**src/rtl/cpu_ctrl_pkg.sv**
```systemverilog
// Shared control-unit definitions: opcode encodings, sequencer states and
// the opcode classes the decode logic sorts instructions into.
package cpu_ctrl_pkg;

    localparam int OPC_W = 5;

    localparam logic [OPC_W-1:0] OP_ADD  = 5'b00011;
    localparam logic [OPC_W-1:0] OP_SUB  = 5'b00100;
    localparam logic [OPC_W-1:0] OP_SHR  = 5'b00101;
    localparam logic [OPC_W-1:0] OP_SHL  = 5'b00110;
    localparam logic [OPC_W-1:0] OP_ROR  = 5'b00111;
    localparam logic [OPC_W-1:0] OP_ROL  = 5'b01000;
    localparam logic [OPC_W-1:0] OP_AND  = 5'b01001;
    localparam logic [OPC_W-1:0] OP_OR   = 5'b01010;
    localparam logic [OPC_W-1:0] OP_MUL  = 5'b01110;
    localparam logic [OPC_W-1:0] OP_DIV  = 5'b01111;
    localparam logic [OPC_W-1:0] OP_NEG  = 5'b10000;
    localparam logic [OPC_W-1:0] OP_NOT  = 5'b10001;
    localparam logic [OPC_W-1:0] OP_NOP  = 5'b11010;
    localparam logic [OPC_W-1:0] OP_HALT = 5'b11011;

    typedef enum logic [3:0] {
        S_RESET,
        S_T0,
        S_T1,
        S_T2,
        S_T3,
        S_T4,
        S_T5,
        S_T6,
        S_HALT
    } state_t;

    typedef enum logic [2:0] {
        C_BIN,
        C_MULDIV,
        C_UNARY,
        C_NOP,
        C_HALT,
        C_ILL
    } op_class_t;

endpackage

```
**src/rtl/opcode_classify.sv**
```systemverilog
// Combinational opcode-to-class decode with a legality flag; undefined
// opcodes fall into the illegal class so the sequencer can treat them as nop.
module opcode_classify
    import cpu_ctrl_pkg::*;
(
    input  logic [OPC_W-1:0] opcode,
    output op_class_t        op_class,
    output logic             legal
);

    // Sort the opcode into its execute class; anything unlisted is illegal.
    always_comb begin
        op_class = C_ILL;
        legal    = 1'b1;
        case (opcode)
            OP_ADD, OP_SUB, OP_SHR, OP_SHL,
            OP_ROR, OP_ROL, OP_AND, OP_OR:   op_class = C_BIN;
            OP_MUL, OP_DIV:                  op_class = C_MULDIV;
            OP_NEG, OP_NOT:                  op_class = C_UNARY;
            OP_NOP:                          op_class = C_NOP;
            OP_HALT:                         op_class = C_HALT;
            default:                         legal    = 1'b0;
        endcase
    end

endmodule

```
**src/rtl/control_sequencer.sv**
```systemverilog
// Hardwired control unit for the 32-bit bus datapath: fetch in T0-T2, then
// class-dependent execute steps. The opcode and its class are captured when
// leaving T2 so later IR changes cannot disturb the instruction in flight.
module control_sequencer
    import cpu_ctrl_pkg::*;
#(
    parameter int OPW = 5
)
(
    input  logic           clock,
    input  logic           clear,
    input  logic [31:0]    ir,
    input  logic           mem_ready,
    input  logic           stop,
    output logic           PCout,
    output logic           IncPC,
    output logic           MARin,
    output logic           Zin,
    output logic           Zlowout,
    output logic           ZHighout,
    output logic           PCin,
    output logic           Read,
    output logic           MDRin,
    output logic           MDRout,
    output logic           IRin,
    output logic           Yin,
    output logic           HIin,
    output logic           LOin,
    output logic           Gra,
    output logic           Grb,
    output logic           Grc,
    output logic           Rin,
    output logic           Rout,
    output logic [OPW-1:0] alu_op,
    output logic           run,
    output logic           illegal
);

    state_t          state;
    state_t          state_next;
    op_class_t       cls_dec;
    op_class_t       cls_q;
    logic            legal_dec;
    logic [OPW-1:0]  op_q;

    opcode_classify u_classify (
        .opcode   (ir[31:27]),
        .op_class (cls_dec),
        .legal    (legal_dec)
    );

    // State register; clear drops straight back to RESET.
    always_ff @(posedge clock or posedge clear) begin
        if (clear) state <= S_RESET;
        else       state <= state_next;
    end

    // Capture opcode and class on the T2->T3 edge; illegal is sticky until clear.
    always_ff @(posedge clock or posedge clear) begin
        if (clear) begin
            cls_q   <= C_NOP;
            op_q    <= '0;
            illegal <= 1'b0;
        end else if (state == S_T2) begin
            cls_q <= cls_dec;
            op_q  <= ir[31 -: OPW];
            if (!legal_dec) illegal <= 1'b1;
        end
    end

    // Next-state: fetch waits on stop and mem_ready, execute length follows the class.
    always_comb begin
        state_next = S_RESET;
        case (state)
            S_RESET: state_next = S_T0;
            S_T0:    state_next = stop ? S_T0 : S_T1;
            S_T1:    state_next = mem_ready ? S_T2 : S_T1;
            S_T2:    state_next = S_T3;
            S_T3: begin
                case (cls_q)
                    C_BIN, C_MULDIV, C_UNARY: state_next = S_T4;
                    C_HALT:                   state_next = S_HALT;
                    default:                  state_next = S_T0;
                endcase
            end
            S_T4:    state_next = (cls_q == C_BIN || cls_q == C_MULDIV) ? S_T5 : S_T0;
            S_T5:    state_next = (cls_q == C_MULDIV) ? S_T6 : S_T0;
            S_T6:    state_next = S_T0;
            S_HALT:  state_next = S_HALT;
            default: state_next = S_RESET;
        endcase
    end

    // Strobe decode from state and latched class; at most one bus driver per state.
    always_comb begin
        PCout    = 1'b0;
        IncPC    = 1'b0;
        MARin    = 1'b0;
        Zin      = 1'b0;
        Zlowout  = 1'b0;
        ZHighout = 1'b0;
        PCin     = 1'b0;
        Read     = 1'b0;
        MDRin    = 1'b0;
        MDRout   = 1'b0;
        IRin     = 1'b0;
        Yin      = 1'b0;
        HIin     = 1'b0;
        LOin     = 1'b0;
        Gra      = 1'b0;
        Grb      = 1'b0;
        Grc      = 1'b0;
        Rin      = 1'b0;
        Rout     = 1'b0;
        alu_op   = '0;
        run      = (state != S_RESET) && (state != S_HALT);
        case (state)
            S_T0: begin
                if (!stop) begin
                    PCout = 1'b1;
                    MARin = 1'b1;
                    IncPC = 1'b1;
                    Zin   = 1'b1;
                end
            end
            S_T1: begin
                Zlowout = 1'b1;
                PCin    = 1'b1;
                Read    = 1'b1;
                MDRin   = mem_ready;
            end
            S_T2: begin
                MDRout = 1'b1;
                IRin   = 1'b1;
            end
            S_T3: begin
                case (cls_q)
                    C_BIN: begin
                        Grb  = 1'b1;
                        Rout = 1'b1;
                        Yin  = 1'b1;
                    end
                    C_MULDIV: begin
                        Gra  = 1'b1;
                        Rout = 1'b1;
                        Yin  = 1'b1;
                    end
                    C_UNARY: begin
                        Grb    = 1'b1;
                        Rout   = 1'b1;
                        Zin    = 1'b1;
                        alu_op = op_q;
                    end
                    default: ;
                endcase
            end
            S_T4: begin
                case (cls_q)
                    C_BIN: begin
                        Grc    = 1'b1;
                        Rout   = 1'b1;
                        Zin    = 1'b1;
                        alu_op = op_q;
                    end
                    C_MULDIV: begin
                        Grb    = 1'b1;
                        Rout   = 1'b1;
                        Zin    = 1'b1;
                        alu_op = op_q;
                    end
                    C_UNARY: begin
                        Zlowout = 1'b1;
                        Gra     = 1'b1;
                        Rin     = 1'b1;
                    end
                    default: ;
                endcase
            end
            S_T5: begin
                case (cls_q)
                    C_BIN: begin
                        Zlowout = 1'b1;
                        Gra     = 1'b1;
                        Rin     = 1'b1;
                    end
                    C_MULDIV: begin
                        Zlowout = 1'b1;
                        LOin    = 1'b1;
                    end
                    default: ;
                endcase
            end
            S_T6: begin
                ZHighout = 1'b1;
                HIin     = 1'b1;
            end
            default: ;
        endcase
    end

endmodule

```
**config.mk**
```make
export PLATFORM = sky130hd
export DESIGN_NAME = control_sequencer
export DESIGN_NICKNAME = d
export VERILOG_FILES = /design/src/rtl/cpu_ctrl_pkg.sv /design/src/rtl/opcode_classify.sv /design/src/rtl/control_sequencer.sv
export SDC_FILE = /design/constraint.sdc
export NUM_CORES = 1
export LEC_CHECK = 0
export CAP_MARGIN = 20
export CORE_ASPECT_RATIO = 1.75
export CORE_MARGIN = 2
export CORE_UTILIZATION = 36
export DETAILED_ROUTE_END_ITERATION = 10
export PLACE_DENSITY = 0.8
export SYNTH_ARGS = -nofsm -noshare
export SYNTH_HDL_FRONTEND = slang
export SYNTH_SLANG_ARGS = --single-unit
```
**constraint.sdc**
```tcl
create_clock -name clock -period 2.3 [get_ports clock]
set_input_delay 0.345 -clock clock [delete_from_list [all_inputs] [get_ports clock]]
set_output_delay 0.345 -clock clock [all_outputs]
set_load 0.05 [all_outputs]
```
==> impl_metrics.csv <==
group,metric,value,unit
run_status,status,"completed",
routing,postRouteAntennaNets,0,
clocking,path_clk_slew,50,ps
floorplanning,die_h,72.57,um
placed_design,detailedPlace.worstSlack,242.5,ps
placed_design,io_buffers,34,
routing,drc_errors,0,
routing,firstDrtPassIters,4,
clocking,cts_tree,"done",
timing,rsz0062_at_grt,"yes",
timing,slew_headroom,66.76,%
timing,fin_worst_skew,1.930,ps
synthesis,yosys_warnings,0,
final_layout,fillerInstances,229,
floorplanning,coreArea,2522,um^2
routing,drt_wl_total,2335,um
timing,setup_viol,0,
timing,slew_viol_final,0,
setup_path,endpoint_kind,"output port",
synthesis,syn_inst,129,
timing,post-route-min-period,2222,ps
floorplanning,dieArea,3133,um^2
routing,drtIter0Drc,23,
setup_path,startpoint_type,"flip-flop",
routing,viasPerCell,5.575,
timing,setup_ws,77.52,ps
placed_design,gp_congestion,0.7835,
timing,hold_viol,0,
clocking,cts.sinks,13,
final_layout,multi_input_comb_area,554.3,um^2
final_layout,layout-area-overhead-vs-synth,56.02,%
timing,worst_pin_slew,494.1,ps
floorplanning,start_util,38.34,%
final_layout,insertedDiodeCount,0,
grt,antenna_found_initial,0,
synthesis,synth_area_leaders,"dfrtp_1 (28%), nand2_1 (7.8%), o21ai_0 (5.7%), dfstp_2 (5.4%), a21oi_1 (4.7%)",
setup_path,path_max_fanout,8,
grt,grt_max_degree,17,
final_layout,drive_gt1_share,25.81,%
grt,grt.total_usage,16.29,%
power,peakVddDrop,0.5530,mV
clocking,root_buffer,"clkbuf_8",
setup_path,critical_path_required,1960,ps
setup_path,worst_ep_arrival_time,1880,ps
grt,overflow,0,
setup_path,path_cells,"or3b_4 -> or2_4 -> nor2_4 -> and2_1 -> buf_12",
synthesis,synth_cell_types,35,
synthesis,synth_top_area_share,28.46,%
synthesis,syn-cell-area,967.2,um^2
grt,grt_pass1_vias,912,
setup_path,rr_worst_depth,6,
setup_path,rr_endpoint,"cls_q[0]",
placed_design,hpwl,1831,um
clocking,cts-hold-fix-buffers,0,
timing,fin_crit_sh,96.63,%
timing,max_freq,449.9,MHz
routing,routedWlPerCell,12.90,um
clocking,clockBufferDepth,2,
synthesis,avgSynthCellArea,7.498,um^2
clocking,worstSkewPairLatency,250,ps
flow_run,cap_violations,0,
grt,grt_pass1_wl,3953,um
floorplanning,boundaryPins,62,
synthesis,synthesis.nets,165,
synthesis,ys_seq_area_share,33.89,%
power,p_leak,0.6441,nW
setup_path,worst_r2r_startpoint,"state[3]",
synthesis,synth_area_leader_cell,"dfrtp_1",
setup_path,slowest_stage,"or3b_4",
power,power_density,1255,nW/um^2
setup_path,reg2reg_slack,500,ps
final_layout,final_nets,192,
floorplanning,die_x,43.18,um
final_layout,regArea,331.6,um^2
routing,vias,1009,
setup_path,path_class,"flip-flop to output port",
floorplanning,row_count,24,
setup_path,max_stage_delay,470,ps
clocking,htree_levels,1,
hold_path,hold_path.class,"input port to asynchronous set/reset pin",
synthesis,ys_seq_elements,13,
clocking,cts_buffers,3,
timing,totalNegativeSetupSlack,0,ps
final cells by class:
class                   instances  area share (%)
clock buffers                   4           2.985
inverters                       6           1.493
multi-input cells              97           36.73
flip-flops and latches         13           21.97
well taps                      26           2.156
repair buffers                 35           34.66
report_power, final:
group | total, W | switching, W | leakage (nW) | internal (W)
logic | 0.00118 | 0.000694 | 0.471 | 0.000488
clock network | 0.000205 | 0.0000828 | 0.0228 | 0.000123
registers | 0.000506 | 0.000158 | 0.150 | 0.000348
per-layer routing:
metal / share of wire, % / global-route usage (%) / wire length [um] / vias to the layer above
met5: 0 / 0 / 0 / -
met4: 3.4 / 9.764 / 80 / 0
met3: 5.3 / 2.736 / 123 / 9
met2: 57 / 29.35 / 1320 / 43
met1: 35 / 16.93 / 810 / 462
li1: - / - / - / 495
layout by cell type, fill, tap and decap left out, drive strengths merged, types with 3 or more instances in the layout:
cell           instances
a21oi                  9
and2                   6
buf                   26
clkbuf                 4
clkdlybuf4s50          9
dfrtp                 11
inv                    6
nand2                 20
nand3                  5
nor2                   7
nor2b                  5
nor3                   5
nor4                   3
o21ai                 11
or2                    3
worst max-delay path by stage:
stage | start | cells after the start | end | slack (ps)
after floorplan | cls_q[2] | 3 | Grc | -410
after global placement | cls_q[2] | 5 | alu_op[2] | 260
after detailed placement | cls_q[2] | 5 | alu_op[2] | 240
after CTS | state[2] | 5 | alu_op[2] | 50
after global routing | cls_q[2] | 5 | alu_op[0] | -10
final | cls_q[2] | 5 | alu_op[2] | 80
flip-flops by register name (all words and copies together) (netlist names):
signal / cells
state: 4
cls_q: 3
op_q: 5
illegal: 1
through the flow:
stage / util [%] / cells / hold WS, ps / power [W] / instance area (um^2)
2_1_floorplan: - / 129 / 220.5 / 0.001258 / 973.4
3_3_place_gp: 57.79 / 177 / 446.1 / 0.001648 / 1458
3_5_place_dp: 57.79 / 177 / 446.3 / 0.001679 / 1458
4_1_cts: 59.67 / 181 / 420.8 / 0.001892 / 1505
5_1_grt: 59.82 / 181 / 448.1 / 0.002010 / 1509
6_report: 59.82 / 181 / 406.7 / 0.001894 / 1509
repair_timing:
action / in CTS / in global routing
buffers inserted: 0 / 0
setup endpoints to repair: 5 / 7
resized for setup: 1 / 3
critical path: cells and delay by family, from the launching register on:
| family | cells | cell delay [ps] |
|---|---|---|
| DFF | 1 | 420 |
| buffers and inverters | 1 | 150 |
| and+or+nand+nor | 4 | 1060 |
Yosys cell counts (all sizes together):
| master | instances |
|---|---|
| nand2 | 20 |
| dfrtp | 11 |
| o21ai | 11 |
| a21oi | 9 |
| buf | 8 |
| nor2 | 7 |
| and2 | 6 |
| inv | 6 |
| clkbuf | 5 |
| nand3 | 5 |
| nor2b | 5 |
| nor3 | 5 |
| nor4 | 3 |
| or2 | 3 |
| a211o | 2 |
| a22oi | 2 |
| a41oi | 2 |
| dfstp | 2 |
| nand2b | 2 |
| nor3b | 2 |
| o31ai | 2 |
| a21o | 1 |
| a31oi | 1 |
| and2b | 1 |
| and3 | 1 |
| nand3b | 1 |
| nor4b | 1 |
| nor4bb | 1 |
| o22a | 1 |
| o22ai | 1 |
| or2b | 1 |
| or3b | 1 |
cells by family after synthesis:
group	count (synthesis)	synth area share, %
AOI/OAI and AO/OA	32	20.05
and+or+nand+nor	65	36.35
buffers and inverters	19	9.702
DFF	13	33.89
(Power assumes the default switching activity.)
